<file path="src/rtl/bin_to_bcd_display.sv">
// Binary capture, sequential double-dabble conversion and
// multiplexed common-anode 7-segment display driver.
module bin_to_bcd_display #(
    parameter int WIDTH    = 4,
    parameter int DIGITS   = 2,
    parameter int SCAN_DIV = 50000,
    parameter int BLANK_LZ = 1
) (
    input  logic                CLK,
    input  logic                RST_N,
    input  logic [WIDTH-1:0]    VALUE,
    input  logic                LOAD,
    output logic                BUSY,
    output logic [4*DIGITS-1:0] BCD,
    output logic                BCD_VALID,
    output logic [6:0]          SEG,
    output logic [DIGITS-1:0]   AN
);

    localparam int BCD_W  = 4 * DIGITS;
    localparam int CNT_W  = $clog2(WIDTH + 1);
    localparam int SCAN_W = (SCAN_DIV > 1) ? $clog2(SCAN_DIV) : 1;
    localparam int IDX_W  = (DIGITS > 1) ? $clog2(DIGITS) : 1;

    localparam logic [SCAN_W-1:0] SCAN_MAX = SCAN_W'(SCAN_DIV - 1);
    localparam logic [IDX_W-1:0]  IDX_MAX  = IDX_W'(DIGITS - 1);

    // Beyond 4 digits every legal WIDTH fits, so the power check is skipped.
    if (WIDTH < 1 || WIDTH > 10 || DIGITS < 1 || SCAN_DIV < 1 ||
        (DIGITS < 4 && (10 ** DIGITS) <= (2 ** WIDTH) - 1)) begin : g_bad_cfg
        $error("bin_to_bcd_display: illegal WIDTH/DIGITS/SCAN_DIV");
    end

    typedef enum logic [1:0] {
        S_IDLE,
        S_SHIFT,
        S_DONE
    } state_t;

    state_t             r_state;
    state_t             w_next;
    logic [WIDTH-1:0]   r_sr;
    logic [BCD_W-1:0]   r_scr;
    logic [BCD_W-1:0]   w_adj;
    logic [CNT_W-1:0]   r_cnt;
    logic [BCD_W-1:0]   r_bcd;
    logic               r_valid;

    logic [SCAN_W-1:0]  r_scan;
    logic [IDX_W-1:0]   r_idx;
    logic [6:0]         r_seg;
    logic [DIGITS-1:0]  r_an;
    logic [3:0]         w_dig;
    logic               w_blank;
    logic               w_zero;
    logic [DIGITS-1:0]  w_an;

    function automatic logic [6:0] f_seg(input logic [3:0] d);
        case (d)
            4'd0:    f_seg = 7'b1000000;
            4'd1:    f_seg = 7'b1111001;
            4'd2:    f_seg = 7'b0100100;
            4'd3:    f_seg = 7'b0110000;
            4'd4:    f_seg = 7'b0011001;
            4'd5:    f_seg = 7'b0010010;
            4'd6:    f_seg = 7'b0000010;
            4'd7:    f_seg = 7'b1111000;
            4'd8:    f_seg = 7'b0000000;
            4'd9:    f_seg = 7'b0010000;
            default: f_seg = 7'h7F;
        endcase
    endfunction

    always_ff @(posedge CLK or negedge RST_N) begin
        if (!RST_N) r_state <= S_IDLE;
        else        r_state <= w_next;
    end

    always_comb begin
        w_next = r_state;
        unique case (r_state)
            S_IDLE:  if (LOAD) w_next = S_SHIFT;
            S_SHIFT: if (r_cnt == CNT_W'(1)) w_next = S_DONE;
            S_DONE:  w_next = S_IDLE;
            default: w_next = S_IDLE;
        endcase
    end

    always_comb begin
        w_adj = r_scr;
        for (int i = 0; i < DIGITS; i++) begin
            if (r_scr[4*i +: 4] >= 4'd5)
                w_adj[4*i +: 4] = r_scr[4*i +: 4] + 4'd3;
        end
    end

    always_ff @(posedge CLK or negedge RST_N) begin
        if (!RST_N) begin
            r_sr    <= '0;
            r_scr   <= '0;
            r_cnt   <= '0;
            r_bcd   <= '0;
            r_valid <= 1'b0;
        end else begin
            r_valid <= 1'b0;
            unique case (r_state)
                S_IDLE: begin
                    if (LOAD) begin
                        r_sr  <= VALUE;
                        r_scr <= '0;
                        r_cnt <= CNT_W'(WIDTH);
                    end
                end
                S_SHIFT: begin
                    r_scr <= {w_adj[BCD_W-2:0], r_sr[WIDTH-1]};
                    r_sr  <= r_sr << 1;
                    r_cnt <= r_cnt - 1'b1;
                end
                S_DONE: begin
                    r_bcd   <= r_scr;
                    r_valid <= 1'b1;
                end
                default: ;
            endcase
        end
    end

    // Display only ever reads r_bcd, so partial results never show.
    always_comb begin
        w_dig   = 4'd0;
        w_blank = 1'b0;
        w_zero  = 1'b1;
        for (int i = DIGITS - 1; i >= 0; i--) begin
            w_zero = w_zero && (r_bcd[4*i +: 4] == 4'd0);
            if (IDX_W'(i) == r_idx) begin
                w_dig   = r_bcd[4*i +: 4];
                w_blank = (BLANK_LZ != 0) && (i != 0) && w_zero;
            end
        end
        w_an = '1;
        for (int i = 0; i < DIGITS; i++) begin
            if (IDX_W'(i) == r_idx && !w_blank) w_an[i] = 1'b0;
        end
    end

    always_ff @(posedge CLK or negedge RST_N) begin
        if (!RST_N) begin
            r_scan <= '0;
            r_idx  <= '0;
            r_seg  <= 7'h7F;
            r_an   <= '1;
        end else begin
            r_seg <= w_blank ? 7'h7F : f_seg(w_dig);
            r_an  <= w_an;
            if (r_scan == SCAN_MAX) begin
                r_scan <= '0;
                r_idx  <= (r_idx == IDX_MAX) ? '0 : r_idx + 1'b1;
            end else begin
                r_scan <= r_scan + 1'b1;
            end
        end
    end

    assign BUSY      = (r_state != S_IDLE);
    assign BCD       = r_bcd;
    assign BCD_VALID = r_valid;
    assign SEG       = r_seg;
    assign AN        = r_an;

endmodule

</file>
<file path="config.mk">
export PLATFORM = sky130hd
export DESIGN_NAME = bin_to_bcd_display
export DESIGN_NICKNAME = d
export VERILOG_FILES = /design/src/rtl/bin_to_bcd_display.sv
export SDC_FILE = /design/constraint.sdc
export NUM_CORES = 1
export LEC_CHECK = 0
export CAP_MARGIN = 0
export CORE_AREA = 2 2 86 88
export DETAILED_ROUTE_END_ITERATION = 8
export DIE_AREA = 0 0 88 90
export DONT_BUFFER_PORTS = 1
export GPL_TIMING_DRIVEN = 0
export PLACE_DENSITY = 0.49
export SYNTH_ARGS = -nofsm -noshare
export SYNTH_HDL_FRONTEND = slang
export SYNTH_SLANG_ARGS = --single-unit
</file>
<file path="constraint.sdc">
create_clock -name CLK -period 3.4 [get_ports CLK]
set_input_delay 1.02 -clock CLK [delete_from_list [all_inputs] [get_ports CLK]]
set_output_delay 1.02 -clock CLK [all_outputs]
set_load 0.02 [all_outputs]
</file>
==> impl_metrics.csv <==
group,metric,value,unit
min_path,hp-class,"primary input to async pin",
placement,dp_hpwl,3070,microns
detailed_routing,first_pass_iters,4,
synthesis,syn_avg_cell_area,10.4,sq um
synthesis,synthMuxAreaShare,0.0648,
global_route,grt_max_degree,53,
sta,tns,0,ns
synthesis,synth_compound_area_frac,0.0909,
worst_setup_path,reg2reg_depth,6,
detailed_routing,dr.first_iter.drc_count,44,
worst_setup_path,critPathKind,"register to primary output",
global_route,antenna_found_initial,0,
sta,slew_headroom,0.690,
power_and_ir_drop,ir_drop,0.000376,V
clock_tree,postCtsHoldBufs,0,
placement,dp_worst_setup_slack,1.28,ns
floorplan,die_h,90,microns
layout,n_antenna_cell,0,
clock_tree,h-tree-depth,2,
sta,layout_setup_ws,1.04,ns
synthesis,synthXorXnorAreaFrac,0.0562,
detailed_routing,ant_nets,0,
global_route,grt_util_all_layers,0.123,
clock_tree,clk_pin_slew_worst_paths,0.10,ns
synthesis,synth-simple-area-share,0.169,
synthesis,synth_fa_ha_area_frac,0.0602,
synthesis,syn_inst,239,
clock_tree,cts_resized,0,
layout,multi_input_area,1100,sq um
sta,fmax,0.424,GHz
layout,drive_above_1_share,0.134,
global_route,grt_pass1_wl,7730,microns
worst_setup_path,worst-path-max-fanout,10,
floorplan,start_util,0.355,
detailed_routing,routedWlPerCell,12.8,microns
clock_tree,cts_buffers,5,
power_and_ir_drop,p_total,0.00200,W
sta,post-route-min-period,2.36,ns
floorplan,fp.dieW,88,microns
worst_setup_path,worst_setup_path_end_kind,"primary output",
clock_tree,cts_setup_buffers,0,
floorplan,core_region_area,7020,sq um
global_route,grt_overflow,0,
layout,final-instance-count-excl-fill,346,
clock_tree,clockBufferDepth,2,
sta,finalHoldViolCount,0,
synthesis,async_flop_share,1.00,
floorplan,dieArea,7920,sq um
synthesis,synth_ff_type,"dfrtp_1",
placement,io_buffer_count,0,
power_and_ir_drop,leakage,1.19,nW
global_route,grt_pass1_vias,1625,
placement,routabilityCongestion,0.792,
synthesis,synth_top_family_by_area,"simple AND/OR/NAND/NOR gates",
synthesis,yosysUniqueCellTypes,37,
worst_setup_path,crit_required,2.38,ns
layout,regArea,1310,sq um
synthesis,synth_edf_count,0,
layout,nNetsFinal,265,
synthesis,ys_seq_area_frac,0.527,
worst_setup_path,r2r_slack,1.68,ns
power_and_ir_drop,power_density,733,nW/um^2
detailed_routing,drt_wl_total,4420,microns
clock_tree,cts_tree,"built",
synthesis,yosysWarningCount,0,
sta,rsz0062_at_grt,"no",
clock_tree,root_buffer,"clkbuf_8",
sta,final-setup-viol-count,0,
synthesis,syn-num-nets,258,
detailed_routing,dr_total_vias,1635,
sta,hold-worst-slack,0.391,ns
worst_setup_path,critPathArrivalTime,1.34,ns
outcome,run_status,"finished, final reports clean",
sta,worst_pin_slew,0.461,ns
layout,n_fill_cell,708,
sta,skew,0.00678,ns
placement,dp.cells,338,
sta,post-route-period-util,0.694,
floorplan,boundaryPins,26,
synthesis,synthesis.area,2490,sq um
worst_setup_path,cp-start-kind,"register",
floorplan,fp-row-count,31,
synthesis,synth-seq-cells,52,
sta,slew_viol_final,0,
detailed_routing,drcViolationCount,0,
clock_tree,clock-sinks,52,
detailed_routing,via_per_inst,4.73,
flow_run,maxCapViolations,0,
layout,syn_to_final_growth,9.24,%
clock_tree,worstSkewPairLatency,0.31,ns
==> through the flow <==
stage,util,instance area (sq um)
detailed placement,0.373,2620
global route,0.388,2720
finish,0.388,2720
global placement,0.373,2620
CTS,0.388,2720
floorplan,-,2490
==> per-layer routing <==
layer  part of all wire  wire length (microns)  up-vias  GRT usage
met1               0.49                   2180      772      0.167
met3              0.035                    156        7     0.0285
met5                  0                      0        -          0
met4              0.017                     74        0     0.0500
li1                   -                      -      827          -
met2               0.45                   2000       29      0.187
==> final cells by class <==
class | count | share of cell area
Buffer | 8 | 0.0119
Clock buffer | 6 | 0.0345
Clock inverter | 2 | 0.00460
Inverter | 13 | 0.0179
Multi-Input combinational cell | 166 | 0.403
Sequential cell | 52 | 0.482
Tap cell | 99 | 0.0455
==> cell families (layout without fill, tap and decap cells) <==
group           Yosys count  count (layout)
fa+ha+maj                12              12
simple gates             81              81
mux                      15              15
buf+inv                  21              29
flops                    52              52
compound gates           42              42
xor+xnor                 16              16
==> where the power goes <==
part           internal, W  switching, W
Clock             0.000189      0.000209
Sequential        0.000797      0.000200
Combinational     0.000256      0.000346
==> Yosys cell counts (all sizes together), types with 2 or more instances <==
| cell type | instances | share of area |
|---|---|---|
| nand4 | 3 | 0.0075 |
| dfrtp | 43 | 0.43 |
| clkbuf | 6 | 0.0090 |
| buf | 2 | 0.0040 |
| o21bai | 2 | 0.0060 |
| xor2 | 9 | 0.032 |
| nor4 | 3 | 0.010 |
| nand2b | 5 | 0.013 |
| nand2 | 29 | 0.044 |
| o21ai | 26 | 0.052 |
| ha | 12 | 0.060 |
| nor3 | 4 | 0.013 |
| nor2 | 13 | 0.020 |
| xnor2 | 7 | 0.025 |
| mux2i | 6 | 0.024 |
| dfstp | 9 | 0.095 |
| nor3b | 4 | 0.012 |
| a21oi | 9 | 0.018 |
| mux2 | 9 | 0.041 |
| inv | 13 | 0.020 |
| nand3 | 12 | 0.026 |
==> state kept, by name (all words and copies together) (netlist names) <==
name / count
r_scan: 16
BCD: 8
r_scr: 8
SEG: 7
r_sr: 4
r_cnt: 3
AN: 2
r_state: 2
BCD_VALID: 1
r_idx: 1
==> path summary, 6_finish.rpt <==
kind / start / to
setup / recovery: r_state[0] / BUSY
hold / removal: RST_N / r_scr[2]
setup reg to reg: r_scr[0] / r_scr[2]
hold reg to reg: r_scr[5] / r_scr[5]
max in group asynchronous: RST_N / SEG[0]
min in group CLK: r_scr[5] / r_scr[5]
==> critical path: stages (launching register included) <==
cell	delay, ns
dfrtp_1	0.42
clkbuf_1	0.23
or2_2	0.39
==> layout by cell type (no fill, tap or decap), drive strengths merged, types with 2 or more instances in the layout <==
cell type and count:
dfrtp 43, nand2 29, o21ai 26, inv 13
nor2 13, ha 12, nand3 12, clkbuf 12
dfstp 9, mux2 9, a21oi 9, xor2 9
xnor2 7, mux2i 6, nand2b 5, nor3b 4
nor3 4, nand4 3, nor4 3, buf 2
o21bai 2
No activity file was read; power rests on OpenSTA's default activity.
